## src/rtl/spi_shift_reg_8bits_if.sv

```systemverilog
// Bus bundle for the SPI data-path shift register: load/shift/unload controls
// plus serial and parallel data. The master modport is the external controller.
interface spi_shift_reg_8bits_if;
  logic [7:0] data;
  logic       Ld;
  logic       in;
  logic       en;
  logic       out;
  logic [7:0] data_out;
  logic       un_ld;

  modport master (
    output data,
    output Ld,
    output in,
    output en,
    output un_ld,
    input  out,
    input  data_out
  );

  modport slave (
    input  data,
    input  Ld,
    input  in,
    input  en,
    input  un_ld,
    output out,
    output data_out
  );
endinterface

```

## src/rtl/spi_shift_reg_8bits.sv

```systemverilog
// Eight-bit SISO/PISO/SIPO shift register forming an SPI data path.
// Define SHIFT_REG_LSB_FIRST_EN to shift LSB first instead of the default MSB first.
module spi_shift_reg_8bits (
  input  logic                    clk,
  input  logic                    rst,
  spi_shift_reg_8bits_if.slave    bus
);
  localparam int WIDTH = 8;

  logic [WIDTH-1:0] sr_q;
  logic [WIDTH-1:0] sr_d;
  logic [WIDTH-1:0] data_out_q;
  logic [WIDTH-1:0] data_out_d;

  // Load takes priority over shift; otherwise the register holds.
  always_comb begin
    sr_d = sr_q;
    if (bus.Ld) begin
      sr_d = bus.data;
    end else if (bus.en) begin
`ifdef SHIFT_REG_LSB_FIRST_EN
      sr_d = {bus.in, sr_q[WIDTH-1:1]};
`else
      sr_d = {sr_q[WIDTH-2:0], bus.in};
`endif
    end
  end

  // Unload captures the pre-edge register, so a same-cycle shift is not seen.
  always_comb begin
    data_out_d = data_out_q;
    if (bus.un_ld) begin
      data_out_d = sr_q;
    end
  end

  always_ff @(posedge clk) begin
    if (rst) begin
      sr_q       <= '0;
      data_out_q <= '0;
    end else begin
      sr_q       <= sr_d;
      data_out_q <= data_out_d;
    end
  end

`ifdef SHIFT_REG_LSB_FIRST_EN
  assign bus.out = sr_q[0];
`else
  assign bus.out = sr_q[WIDTH-1];
`endif
  assign bus.data_out = data_out_q;

endmodule

```

## src/flat_wrapper.sv

```systemverilog
// flat-port wrapper written by rule: the top's interface ports become plain ports
module spi_shift_reg_8bits_flat 
  (clk, rst, bus_data, bus_Ld, bus_in, bus_en, bus_un_ld, bus_out, bus_data_out);
  spi_shift_reg_8bits_if bus_i ();
  input  logic clk;
  input  logic rst;
  input wire logic [$bits(bus_i.data)-1:0] bus_data;
  input wire logic [$bits(bus_i.Ld)-1:0] bus_Ld;
  input wire logic [$bits(bus_i.in)-1:0] bus_in;
  input wire logic [$bits(bus_i.en)-1:0] bus_en;
  input wire logic [$bits(bus_i.un_ld)-1:0] bus_un_ld;
  output wire logic [$bits(bus_i.out)-1:0] bus_out;
  output wire logic [$bits(bus_i.data_out)-1:0] bus_data_out;
  assign bus_i.data = bus_data;
  assign bus_i.Ld = bus_Ld;
  assign bus_i.in = bus_in;
  assign bus_i.en = bus_en;
  assign bus_i.un_ld = bus_un_ld;
  assign bus_out = bus_i.out;
  assign bus_data_out = bus_i.data_out;
  spi_shift_reg_8bits u_core (.clk(clk), .rst(rst), .bus(bus_i));
endmodule
```

## config.mk

```make
export PLATFORM = sky130hd
export DESIGN_NAME = spi_shift_reg_8bits_flat
export DESIGN_NICKNAME = d
export VERILOG_FILES = /design/src/rtl/spi_shift_reg_8bits_if.sv /design/src/rtl/spi_shift_reg_8bits.sv /design/src/flat_wrapper.sv
export SDC_FILE = /design/constraint.sdc
export NUM_CORES = 1
export LEC_CHECK = 0
export CELL_PAD_IN_SITES_DETAIL_PLACEMENT = 0
export CELL_PAD_IN_SITES_GLOBAL_PLACEMENT = 2
export CORE_ASPECT_RATIO = 0.6
export CORE_MARGIN = 4
export CORE_UTILIZATION = 25
export CTS_CLUSTER_SIZE = 12
export DETAILED_ROUTE_END_ITERATION = 8
export PLACE_DENSITY_LB_ADDON = 0.25
export SYNTH_ARGS = -nofsm -noshare
export SYNTH_HDL_FRONTEND = slang
export SYNTH_SLANG_ARGS = --single-unit
```

## constraint.sdc

```tcl
create_clock -name clk -period 1 [get_ports clk]
set_input_delay 0.2 -clock clk [delete_from_list [all_inputs] [get_ports clk]]
set_output_delay 0.2 -clock clk [all_outputs]
set_load 0.01 [all_outputs]
```

Word level (Yosys, flattened, before mapping)
Index checks and enable logic that the tools add are counted.
- register bits: 16
- latch bits: 0
- RAM bits: 0
- bits in read-only memories: 0
- input bits: 14
- logic and storage cells: 5
- memories: 0
- add/sub/neg operators: 0
- multiply operators: 0
- divide/modulo/power cells: 0
- $lt $le $gt $ge: 0
- equality and inequality tests: 0
- shift-type cells: 0
- multiplexer cells: 2
- bitwise operators: 0
- reduce and logical (&&, ||, !) cells: 1
- operators by type and width (kind ; count):
    $mux 8 ; 2
    $reduce_bool 2->1 ; 1

Longest topological paths before layout
- word-level depth: 2
- gate-level depth with buffers: 3

Worst setup path after synthesis
No wires, ideal clock.
- kind: input port to flip-flop
- from: input rst
- to: register u_core.sr_q[3]
- library setup time: 123 ps
- data arrival time: 649 ps
- required time: 877 ps
- slack: 228 ps
- cell stages on the path: 3
- buffers on the path: 2
- cell sequence: clkbuf_1 > buf_2 > a211oi_1
- RTL lines (element ; line ; text):
    start, declared ; flat_wrapper.sv:6 ; input logic rst;
    end signal, assigned ; spi_shift_reg_8bits.sv:42 ; sr_q <= sr_d;
    end, declared ; spi_shift_reg_8bits.sv:10 ; logic [WIDTH-1:0] sr_q;
No word-level cell between the ends.

Final worst setup path
- from: register u_core.data_out_q[6], in the netlist u_core.bus.data_out[6]
- to: output bus_data_out[6]
- RTL lines (element ; line ; text):
    start, declared ; spi_shift_reg_8bits.sv:12 ; logic [WIDTH-1:0] data_out_q;
    start signal, assigned ; spi_shift_reg_8bits.sv:43 ; data_out_q <= data_out_d;
    end, declared ; flat_wrapper.sv:13 ; output wire logic [$bits(bus_i.data_out)-1:0] bus_data_out;
No word-level cell between the ends.

==> results.toml <==
[status]
status = "finished, final reports clean"

[final_layout]
most-common-layout-cells = "mux2i_1, dfxtp_1, clkdlybuf4s50_1"
layout_commonest_cell = "mux2i_1"
drive_above_1_share_pct = 28.1
area_growth_pct = 49.7
final_core_util_pct = 42.1
instances_no_fill = 119
diodes = 0
final_nets = 105
nFillCells = 240
stdcell_area_um2 = 972

[synthesis]
yosysWarningCount = 0
synth_cells = 61
syn_nets = 75
syn_area_per_cell_um2 = 10.6
ys_types = 9
syn_area_um2 = 649
synth_seq_cells = 16
yosysSeqAreaShare_pct = 49.3

[critical_path]
cpPeakStageDelay_ps = 330
crit_required_ps = 800
critPathKind = "flip-flop to output port"
path_max_fanout = 2
cp.buffers_inverters = 1
startpoint = "u_core.bus.data_out[6]$_SDFFE_PP0P_"
critical_path_arrival_ps = 700
reg2reg_from = "u_core.sr_q[7]$_SDFFE_PP0P_"
crit_slowest_cell = "dfxtp_1"
end_kind = "output port"
r2r-end = "u_core.sr_q[7]$_SDFFE_PP0P_"
startpoint_type = "flip-flop"
critical-path-top-delay-family = "flip-flops"
reg2reg_depth = 3
path_cells = "buf_2"
rrSetupSlack_ps = 210

[sta]
setup_viol = 0
tightest_slew_ps = 285
fin_crit_sh_pct = 90.2
fin_worst_skew_ps = 1.82
final.setup.tns_ps = 0
whs_ps = 408
max_freq_mhz = 1110
fin_crit_ps = 902
hold_violations = 0
maxSlewHeadroom_pct = 81.0
drv_slew = 0
rsz0062_at_grt = "false"

[pwr]
powerDensity_nw_per_um2 = 1440
swShare_pct = 22.7
p_seq_share_pct = 50.4
combPwrFrac_pct = 16.1
p_int_mw = 1.08
p_leak_nw = 0.451
p_sw_mw = 0.317
vdd.ir_drop.worst_mv = 0.685
power.share.clock_pct = 33.6

[die]
ios = 23
row_count = 13
fp.dieW_um = 73.8
core_area_um2 = 2310
fp.dieH_um = 47.5
dieArea_um2 = 3500
initial_core_util_pct = 28.1

[clock_network]
cts_tree = "done"
clk_latency_ps = 240
cts_sinks = 16
clockBufferDepth = 2
cts_htree_levels = 1
clockRootBuffer = "clkbuf_8"
clk_pin_slew_ps = 60
cts_buffers = 3
cts_setup_buffers = 0

[placement]
place_congestion = 0.683
io_buffers = 22
dpl.hpwl_um = 1110
post-place-cells = 116
place_area_um2 = 960

[route]
viasPerCell = 4.32
drt-pass1-iter-count = 2
wire_per_inst_um = 12.5
drt-total-wl_um = 1480
drc_errors = 0
vias = 514
ant_nets = 0
drt_iter0_markers = 5

[worst_hold_path]
whs_endpoint = "u_core.bus.data_out[1]$_SDFFE_PP0P_"
min-delay-start = "bus_un_ld"
hp-class = "primary input to flip-flop"
hold_path_depth = 4

[global_route]
grt_usage_pct = 9.28
overflow = 0
grt_antenna_before_repair = 0
grt_pass1_vias = 468
grt_pass1_wl_um = 2350
grt_max_degree = 10

[run]
max_cap_viol_count = 0
cells by family after synthesis:
kind of cell           synth area share (%)
muxes                                  24.7
and+or+nand+nor                        12.3
AOI/OAI and AO/OA                      9.25
buffers and inverters                  4.43
DFF                                    49.3
flip-flops by register name, indices dropped and copies added, names as in the netlist:
name                 cells
u_core.sr_q              8
u_core.bus.data_out      8
cell usage after synthesis:
master / n / area, um2
mux2i_1: 16 / 160
buf_2: 2 / 10.0
inv_2: 1 / 3.75
buf_6: 1 / 11.3
a211oi_1: 8 / 60.1
nor2_1: 8 / 30.0
nor2b_1: 8 / 50.1
dfxtp_1: 16 / 320
clkbuf_1: 1 / 3.75
through the flow:
step	total power, mW	worst slack [ps]
detailed placement	0.956	-311
finish	1.40	98.0
CTS	1.42	2.52
floorplan	0.819	228
global placement	0.954	-285
global route	1.46	50.9
how the worst max path moves through the flow:
stage | to | slack, ps | cells past startpoint
floorplan | u_core.sr_q[3]$_SDFFE_PP0P_ | 230 | 3
detailed placement | u_core.sr_q[2]$_SDFFE_PP0P_ | -310 | 3
finish | bus_data_out[6] | 100 | 1
CTS | bus_data_out[7] | 3 | 1
global route | bus_data_out[6] | 50 | 1
global placement | u_core.sr_q[3]$_SDFFE_PP0P_ | -280 | 3
cell type report:
cell class	count	area, um2	share of cell area (%)
flip-flops and latches	16	324	33.3
multi-input cells	40	309	31.8
repair buffers	29	256	26.4
clock buffers	3	41.3	4.25
well taps	30	37.5	3.86
inverters	1	3.75	0.386
power groups by stage:
stage                     combinational [mW]  clock [mW]  sequential [mW]
final                                  0.224       0.468            0.703
after global routing                   0.246       0.511            0.708
after CTS                              0.229       0.485            0.702
after detailed placement               0.240           0            0.716
after global placement                 0.238           0            0.716
after floorplan                       0.0998           0            0.719
repair_timing:
action / in CTS / in global routing
resized for setup: 33 / 11
pin swaps: 0 / 2
setup endpoints to repair: 17 / 15
hold buffers: 0 / 0
routing by layer:
layer	GRT usage [%]	part of all wire, %	vias to the layer above
li1	-	-	271
met1	13.7	52	227
met2	11.6	39	14
met3	3.98	6.7	2
met4	3.25	1.6	0
met5	0	0	-
worst register-to-register path: stages, from the launching register on:
cell and delay, ps:
dfxtp_1 330, buf_4 120, mux2i_1 60, a211oi_1 210
Power figures use the tool's default switching activity.
